[src/rtl/bus_arbiter_if.sv]
// Bus arbiter interface: bundles the request, lock and write-data signals
// from the requesters with the grant and shared-bus outputs of the arbiter.
interface bus_arbiter_if #(
  parameter int DW = 18
);
  logic [3:0]    req;
  logic [3:0]    lock;
  logic [DW-1:0] din0;
  logic [DW-1:0] din1;
  logic [DW-1:0] din2;
  logic [DW-1:0] din3;
  logic [3:0]    gnt;
  logic [DW-1:0] bus;
  logic          bus_valid;
  logic          busy;

  // Requester side: drives requests and data, observes the grant.
  modport master (
    output req, lock, din0, din1, din2, din3,
    input  gnt, bus, bus_valid, busy
  );

  // Arbiter side: samples requests and data, drives the grant and bus.
  modport slave (
    input  req, lock, din0, din1, din2, din3,
    output gnt, bus, bus_valid, busy
  );
endinterface

[src/rtl/bus_arbiter.sv]
// Four-requester round-robin bus arbiter with locked (held) grants.
// A grant lasts one cycle unless the winner asserts lock, in which case it
// is held for up to MAX_LOCK consecutive cycles. All outputs are registered.
module bus_arbiter #(
  parameter int DW       = 18,
  parameter int MAX_LOCK = 15
) (
  input  logic        clk,
  input  logic        rst,
  bus_arbiter_if.slave bif
);

  typedef enum logic [1:0] {
    IDLE  = 2'd0,
    GRANT = 2'd1,
    LOCK  = 2'd2
  } state_t;

  localparam logic [7:0] MAX_CNT = 8'(MAX_LOCK);

  state_t        state_q, state_d;
  logic [1:0]    ptr_q, ptr_d;
  logic [7:0]    cnt_q, cnt_d;
  logic [3:0]    gnt_q, gnt_d;
  logic [DW-1:0] bus_q, bus_d;
  logic          valid_q, valid_d;
  logic          busy_q, busy_d;

  logic [DW-1:0] din [4];
  logic          win_found;
  logic [1:0]    win;
  logic          hold_ok;

  assign din[0] = bif.din0;
  assign din[1] = bif.din1;
  assign din[2] = bif.din2;
  assign din[3] = bif.din3;

  // Round-robin search from ptr+1 upward; the previous owner (ptr) is
  // visited last, which gives it lowest priority on every re-arbitration.
  always_comb begin
    logic [1:0] idx;
    // NOTE: every combinational output gets a default first so no path
    // leaves it unassigned -- that is what keeps latches from being inferred.
    win_found = 1'b0;
    win       = ptr_q;
    idx       = ptr_q;
    for (int k = 1; k <= 4; k++) begin
      idx = ptr_q + k[1:0];
      if (!win_found && bif.req[idx]) begin
        win_found = 1'b1;
        win       = idx;
      end
    end
  end

  // A locked owner keeps the bus only while it still requests with lock
  // and has not used up its hold budget; anything from non-owners is ignored.
  assign hold_ok = (state_q == LOCK) && bif.req[ptr_q] && bif.lock[ptr_q]
                   && (cnt_q < MAX_CNT);

  // Next-state and next-output logic: hold, re-arbitrate, or go idle.
  always_comb begin
    state_d = IDLE;
    ptr_d   = ptr_q;
    cnt_d   = 8'd0;
    gnt_d   = 4'b0000;
    bus_d   = '0;
    valid_d = 1'b0;
    if (hold_ok) begin
      state_d = LOCK;
      cnt_d   = cnt_q + 8'd1;
      gnt_d   = gnt_q;
      bus_d   = din[ptr_q];
      valid_d = 1'b1;
    end else if (win_found) begin
      ptr_d   = win;
      gnt_d   = 4'b0001 << win;
      bus_d   = din[win];
      valid_d = 1'b1;
      if (bif.lock[win]) begin
        state_d = LOCK;
        cnt_d   = 8'd1;
      end else begin
        state_d = GRANT;
      end
    end
    busy_d = (state_d != IDLE);
  end

  // State and output registers; reset wins over every other event.
  always_ff @(posedge clk) begin
    // NOTE: sequential state uses non-blocking assignments so every register
    // sees the pre-edge values of the others, matching the hardware.
    if (rst) begin
      state_q <= IDLE;
      ptr_q   <= 2'd3;
      cnt_q   <= 8'd0;
      gnt_q   <= 4'b0000;
      bus_q   <= '0;
      valid_q <= 1'b0;
      busy_q  <= 1'b0;
    end else begin
      state_q <= state_d;
      ptr_q   <= ptr_d;
      cnt_q   <= cnt_d;
      gnt_q   <= gnt_d;
      bus_q   <= bus_d;
      valid_q <= valid_d;
      busy_q  <= busy_d;
    end
  end

  assign bif.gnt       = gnt_q;
  assign bif.bus       = bus_q;
  assign bif.bus_valid = valid_q;
  assign bif.busy      = busy_q;

endmodule

[src/flat_wrapper.sv]
// flat-port wrapper written by rule: the top's interface ports become plain ports
module bus_arbiter_flat 
#(
  parameter int DW       = 18,
  parameter int MAX_LOCK = 15
)
  (clk, rst, bif_req, bif_lock, bif_din0, bif_din1, bif_din2, bif_din3, bif_gnt, bif_bus, bif_bus_valid, bif_busy);
  bus_arbiter_if #(.DW(DW)) bif_i ();
  input  logic clk;
  input  logic rst;
  input wire logic [$bits(bif_i.req)-1:0] bif_req;
  input wire logic [$bits(bif_i.lock)-1:0] bif_lock;
  input wire logic [$bits(bif_i.din0)-1:0] bif_din0;
  input wire logic [$bits(bif_i.din1)-1:0] bif_din1;
  input wire logic [$bits(bif_i.din2)-1:0] bif_din2;
  input wire logic [$bits(bif_i.din3)-1:0] bif_din3;
  output wire logic [$bits(bif_i.gnt)-1:0] bif_gnt;
  output wire logic [$bits(bif_i.bus)-1:0] bif_bus;
  output wire logic [$bits(bif_i.bus_valid)-1:0] bif_bus_valid;
  output wire logic [$bits(bif_i.busy)-1:0] bif_busy;
  assign bif_i.req = bif_req;
  assign bif_i.lock = bif_lock;
  assign bif_i.din0 = bif_din0;
  assign bif_i.din1 = bif_din1;
  assign bif_i.din2 = bif_din2;
  assign bif_i.din3 = bif_din3;
  assign bif_gnt = bif_i.gnt;
  assign bif_bus = bif_i.bus;
  assign bif_bus_valid = bif_i.bus_valid;
  assign bif_busy = bif_i.busy;
  bus_arbiter #(.DW(DW), .MAX_LOCK(MAX_LOCK)) u_core (.clk(clk), .rst(rst), .bif(bif_i));
endmodule
[config.mk]
export PLATFORM = sky130hd
export DESIGN_NAME = bus_arbiter_flat
export DESIGN_NICKNAME = d
export VERILOG_FILES = /design/src/rtl/bus_arbiter_if.sv /design/src/rtl/bus_arbiter.sv /design/src/flat_wrapper.sv
export SDC_FILE = /design/constraint.sdc
export NUM_CORES = 1
export LEC_CHECK = 0
export CELL_PAD_IN_SITES_DETAIL_PLACEMENT = 1
export CELL_PAD_IN_SITES_GLOBAL_PLACEMENT = 2
export CORE_ASPECT_RATIO = 1.1
export CORE_MARGIN = 8
export CORE_UTILIZATION = 26
export CTS_CLUSTER_DIAMETER = 150
export DETAILED_ROUTE_END_ITERATION = 12
export GPL_TIMING_DRIVEN = 0
export PLACE_DENSITY_LB_ADDON = 0.25
export SYNTH_ARGS = -nofsm -noshare
export SYNTH_HDL_FRONTEND = slang
export SYNTH_SLANG_ARGS = --single-unit
[constraint.sdc]
create_clock -name clk -period 2.8 [get_ports clk]
set_input_delay 0.56 -clock clk [delete_from_list [all_inputs] [get_ports clk]]
set_output_delay 0.56 -clock clk [all_outputs]
set_load 0.02 [all_outputs]
==> results of run 1 <==
==> registers in the layout, summed over array words and instances, names as in the netlist <==
| signal | count |
|---|---|
| u_core.state_q | 2 |
| u_core.bif.busy | 1 |
| u_core.cnt_q | 8 |
| u_core.bif.gnt | 4 |
| u_core.ptr_q | 2 |
| u_core.bif.bus | 18 |
==> per-stage QoR <==
step                util (%)  cells  total power, W  hold slack [ps]
finish                  40.7    504         0.00195              477
global route            40.7    504         0.00207              501
CTS                     40.7    504         0.00198              478
detailed placement      39.5    496         0.00149              458
global placement        39.5    496         0.00147              448
floorplan                  -    274         0.00110              434
==> power by group through the flow <==
stage	Clock (W)	Sequential, W	Combinational (W)
floorplan	0	0.000657	0.000445
global placement	0	0.000596	0.000878
detailed placement	0	0.000599	0.000887
CTS	0.000498	0.000588	0.000890
global route	0.000516	0.000594	0.000960
finish	0.000483	0.000586	0.000885
==> final timing paths <==
path                             startpoint                              to  slack (ps)  cells after the start
min reg2reg  u_core.bif.gnt[2]$_SDFFE_PP0P_  u_core.bif.gnt[2]$_SDFFE_PP0P_         480                      1
max reg2reg    u_core.ptr_q[0]$_SDFFE_PP1P_    u_core.bif.bus[8]$_SDFF_PP0_         650                      4
min          u_core.bif.gnt[2]$_SDFFE_PP0P_  u_core.bif.gnt[2]$_SDFFE_PP0P_         480                      1
max                              bif_req[3]   u_core.bif.bus[10]$_SDFF_PP0_         310                      7
==> placed cells by master, fill, tap and decap left out, drive strengths merged, types with 2 or more instances in the layout <==
cell,instances
o211ai,2
conb,4
a21boi,3
clkinv,2
nand2,4
mux4,19
clkdlybuf4s50,105
or3,4
nand3,76
clkbuf,14
o21bai,2
dfxtp,35
nor2b,4
o21a,3
o21ai,39
buf,20
a32o,22
and2,2
nor2,9
a211o,2
and3,3
==> logic make-up (layout without fill, tap and decap cells) <==
logic type / count (synthesis) / count (layout) / share of synthesized area [%]
flip-flops: 35 / 35 / 28.4
AND/OR/NAND/NOR: 109 / 109 / 23.8
buffers and inverters: 30 / 143 / 7.65
multiplexers: 19 / 19 / 17.3
other: 1 / 4 / 0.152
XOR/XNOR: 2 / 2 / 0.709
AO/OA/AOI/OAI: 74 / 74 / 21.5
adder cells (fa/ha/maj): 1 / 1 / 0.507
==> critical path, delay by kind of cell <==
family	cells	cell delay, ps
AOI/OAI and AO/OA	3	750
buffers and inverters	2	1020
and+or+nand+nor	2	390
==> area by class of cell <==
class,instances,area (um2),area share (%)
multi-input cells,209,1590,42.0
repair buffers,105,1050,27.7
flip-flops and latches,35,701,18.5
plain buffers,29,185,4.88
well taps,117,146,3.86
clock buffers,5,68.8,1.82
clock inverters,3,43.8,1.16
inverters,1,3.75,0.0990
==> layer usage <==
layer | vias to the layer above | part of all wire, %
li1 | 1288 | -
met1 | 1400 | 40
met2 | 82 | 53
met3 | 8 | 5.6
met4 | 0 | 0.92
met5 | - | 0
==> qor.txt, run 1 <==
Mean routed wirelength per cell = 21.0 um
YS warnings = 0
Post-DP HPWL = 7780 um
Antenna viol nets, final = 0
Clock buffer depth = 2
DR pass1 iterations = 4
Setup ws final = 313 ps
Largest stage delay, worst path = 510 ps
Routed wire length = 10600 um
Vias in the first global route = 3161
Peak VDD IR = 0.224 mV
TritonCTS buffer count = 5
All-Layer GR Usage = 16.8%
H-tree Lvls = 2
IO Pins = 106
HP Class = reg -> reg
Die Ht = 118 um
Final instance area = 3790 um2
Largest net degree at the start of global routing = 13
#FFs+latches synth = 35
Nets = 469
Gr ovfl total = 0
Number of diodes = 0
CP max-delay cell = clkdlybuf4s50_1
CTS resizes = 0
Clock Power Share = 24.7%
Clock Latency Late Sink = 300 ps
Sw Pwr = 0.000694 W
Gpl congestion = 0.808
Sink Count = 35
Synth unique cells = 40
Logic pwr share = 45.3%
DRC viols = 0
Vias = 2778
Clock root cell = clkbuf_8
Ranking of synthesized cells by area = dfxtp_1, mux4_2, nand3_1
Status = finished, final reports clean
Starting DRT DRC Count = 115
Commonest cells in the netlist = nand3_1, o21ai_0, dfxtp_1
Critical Path Start Type = primary input
Syn Inst Count = 271
Switch share = 35.5%
Internal power = 0.00126 W
Cell Rows = 37
Core area = 9310 um2
Pre-CTS setup slack = 82.4 ps
RSZ-0062 raised after global routing = false
Synth Flop Type = dfxtp_1
Mean post-synth cell area = 9.11 um2
CTS tree = yes
Area grow syn2layout = 53.5%
Max-Cap Viols = 0
Total power per unit cell area = 515 nW/um2
# fillers = 1097
Yosys top cell area share = 28.4%
Initial antenna violation count = 0
Final worst path period share = 88.8%
Setup repair bufs after CTS = 0
Setup CP Type = in -> reg
Final Max Tran Viols = 0
Dpl cell area = 3680 um2
Synth area leader = dfxtp_1
Hold_buf cts = 0
Layout cells sized above 1 = 14.0%
Final Hold Violating Endpoints = 0
Port Buf Inserts = 105
Final setup viols = 0
Starting density of the core = 26.5%
Critical Path AT = 2730 ps
Max-Slew Margin vs Limit = 53.8%
Sequential-to-total area share from yosys stat = 28.4%
Async SR Flop Fraction = 0%
Slew @ Worst Pin = 693 ps
GR Util met3 = 3.64%
Critical Path Sink Type = register
First-pass GRT wire length = 17000 um
Die area = 12900 um2
Grt met1 use = 19.6%
Die W = 109 um
Clock skew = 7.99 ps
GR peak layer = met2
Vias per cell = 5.51
Post-route setup TNS = 0 ps
CP Max Fanout = 10
Crit path required time = 3040 ps
Post-synth EDFFs = 0
Met2 usage = 29.8%
Fmax = 402 MHz
Flop pwr share = 30.0%
Leakage = 1.37 nW
Tmin final = 2490 ps
Top-count cell post-synth = nand3_1
Clock transition at path regs = 90 ps
Cell area after synthesis = 2470 um2
Crit-path cells = clkdlybuf4s50_1 > and2_2 > o21ai_2 > clkbuf_1 > o21ai_0 > nand3_1 > a32o_1
Note: power is estimated with default switching activity, not from simulation.
==> run 2, diff against run 1 <==
- CORE_MARGIN: 8 -> not set
- CTS_CLUSTER_SIZE: not set -> 8
==> run 2 against run 1 <==
Effect of this change:
- cell area hardly changed
- critical path type unchanged
- hold slack better by 11 ps
- non-clock buffer count stayed put
==> qor.txt, run 2 (synthesis gave the netlist of run 1 again) <==
All-Layer GR Usage = 20.3% (+3.5 points)
Routed wire length = 9820 um (-7.4%)
Critical Path Start Type = primary input
Flop pwr share = 30.1% (about the same)
Sink Count = 35 (unchanged)
Peak VDD IR = 0.266 mV (+19%)
Post-route setup TNS = 0 ps (unchanged)
Tmin final = 2450 ps (-41.9 ps)
Mean routed wirelength per cell = 19.6 um (-6.9%)
Crit-path cells = clkdlybuf4s50_1 > nor2b_1 > o21a_1 > clkbuf_1 > o21ai_0 > nand3_1 > a32o_1
Hold depth = 1 (unchanged)
H-tree Lvls = 2 (unchanged)
Setup CP Type = in -> reg
Layout cells sized above 1 = 14.0% (unchanged)
Starting DRT DRC Count = 99 (-14%)
FF-to-FF Start = u_core.ptr_q[0]$_SDFFE_PP1P_
Starting density of the core = 27.3% (+0.74 points)
WHS Endpoint = u_core.bif.gnt[1]$_SDFFE_PP0P_
Final instance area = 3790 um2 (about the same)
Gr ovfl total = 0 (unchanged)
HP Class = reg -> reg
Commonest non-fill, non-tap cell in the layout = clkdlybuf4s50_1
CP Max Fanout = 10 (unchanged)
Clock transition at path regs = 80 ps (about the same)
Slew @ Worst Pin = 676 ps (-16.9 ps)
Bufs and invs on worst path = 2 (unchanged)
Area grow syn2layout = 53.3% (about the same)
Die area = 9890 um2 (-23%)
Number of diodes = 0 (unchanged)
Die Ht = 104 um (-12%)
R2R cell count = 4 (unchanged)
Initial antenna violation count = 0 (unchanged)
Antenna viol nets, final = 0 (unchanged)
Final Max Tran Viols = 0 (unchanged)
Most frequent cells in the layout = clkdlybuf4s50_1, nand3_1, o21ai_0
Vias per cell = 5.50 (-0.27%)
Reg2reg setup slack = 710 ps (+60 ps)
Number of placed cells counting well taps = 493 (-0.60%)
R2R Path End = u_core.bif.bus[5]$_SDFF_PP0_
Worst hold slack = 488 ps (+10.9 ps)
Max-Cap Viols = 0 (unchanged)
Nets = 469 (unchanged)
Status = finished, final reports clean
Critical Path AT = 2690 ps (-40 ps)
Core area = 9050 um2 (-2.7%)
First-pass GRT wire length = 15400 um (-9.3%)
Clock root cell = clkbuf_8
CTS resizes = 0 (unchanged)
Port Buf Inserts = 105 (unchanged)
Final Hold Violating Endpoints = 0 (unchanged)
Logic pwr share = 45.1% (-0.2 points)
Post-DP HPWL = 7090 um (-8.8%)
# fillers = 1054 (-3.9%)
Setup repair bufs after CTS = 0 (unchanged)
Hold Crit Start = u_core.bif.gnt[1]$_SDFFE_PP0P_
RSZ-0062 raised after global routing = false
Final worst path period share = 87.3% (-1.5 points)
IO Pins = 106 (unchanged)
Largest register FFs = 18 (unchanged)
Clock Power Share = 24.8% (about the same)
Fmax = 409 MHz (+1.7%)
Switch share = 35.4% (-0.17 points)
Critical Path Sink Type = register
Crit-path leading delay family = buffers and inverters
Vias = 2754 (-0.86%)
Total power per unit cell area = 515 nW/um2 (-0.15%)
Leakage = 1.37 nW (unchanged)
Internal power = 0.00126 W (about the same)
Largest net degree at the start of global routing = 13 (unchanged)
Vias in the first global route = 2940 (-7.0%)
Largest stage delay, worst path = 580 ps (+70 ps)
CP max-delay cell = clkdlybuf4s50_1
Crit path required time = 3040 ps (about the same)
TritonCTS buffer count = 5 (unchanged)
Cell Rows = 36 (-2.7%)
Die W = 94.9 um (-13%)
Clock buffer depth = 2 (unchanged)
Max-Slew Margin vs Limit = 54.9% (+1.1 points)
Dpl cell area = 3670 um2 (-0.10%)
Sw Pwr = 0.000689 W (-0.73%)
Clock Latency Late Sink = 300 ps (about the same)
Final setup viols = 0 (unchanged)
CTS tree = yes
DR pass1 iterations = 4 (unchanged)
Hold_buf cts = 0 (unchanged)
Final Non-Filler Cells = 501 (-0.60%)
Gpl congestion = 0.755 (-6.6%)
Clock skew = 9.23 ps (+1.24 ps)
DRC viols = 0 (unchanged)
==> run 2: cell counts in the layout (fill, tap and decap cells not counted) <==
No cell type changed its count.
==> run 2: how the worst max path moves through the flow <==
stage               slack (ps)  cells past startpoint                             end   startpoint
finish                     350                      7    u_core.bif.bus[5]$_SDFF_PP0_   bif_req[0]
global route               180                      8    u_core.bif.bus[3]$_SDFF_PP0_   bif_req[1]
CTS                        400                      8    u_core.bif.bus[5]$_SDFF_PP0_   bif_req[0]
detailed placement          80                      8    u_core.bif.bus[5]$_SDFF_PP0_   bif_req[0]
global placement           120                      6    u_core.bif.bus[5]$_SDFF_PP0_   bif_req[1]
floorplan                  940                      6  u_core.bif.gnt[0]$_SDFFE_PP0P_  bif_lock[3]
==> run 2: per-layer routing <==
layer,vias up,wire length (um),track usage (%)
li1,1294,-,-
met1,1328,4050,24.8
met2,111,4970,35.2
met3,21,593,3.51
met4,0,208,6.93
met5,-,0,0
==> run 2: power groups by stage <==
stage                     sequential (W)  combinational [W]  clock (W)
after global placement          0.000598           0.000866          0
after detailed placement        0.000598           0.000877          0
after floorplan                 0.000657           0.000445          0
after global routing            0.000594           0.000948   0.000514
after CTS                       0.000589           0.000881   0.000495
final                           0.000587           0.000878   0.000484
==> run 2: metrics by stage <==
step | util (%) | power, W | setup WS, ps
6_report | 41.8 | 0.00195 | 355
5_1_grt | 41.8 | 0.00206 | 182
4_1_cts | 41.8 | 0.00196 | 396
3_5_place_dp | 40.6 | 0.00148 | 82.2
3_3_place_gp | 40.6 | 0.00146 | 116
2_1_floorplan | - | 0.00110 | 937
==> run 2: area by class of cell <==
type                            instances  area [um2]  area share, %
Clock buffer                            5        68.8           1.82
Multi-Input combinational cell        209        1590           42.0
Clock inverter                          3        43.8           1.16
Buffer                                 29         185           4.89
Tap cell                              114         143           3.77
Timing Repair Buffer                  105        1050           27.8
Inverter                                1        3.75         0.0991
Sequential cell                        35         701           18.5
==> run 2: worst register-to-register path: cells and delay by family, from the launching register on <==
kind / cells / cell delay, ps
AOI/OAI and AO/OA: 1 / 240
buffers and inverters: 2 / 880
DFF: 1 / 450
muxes: 1 / 410
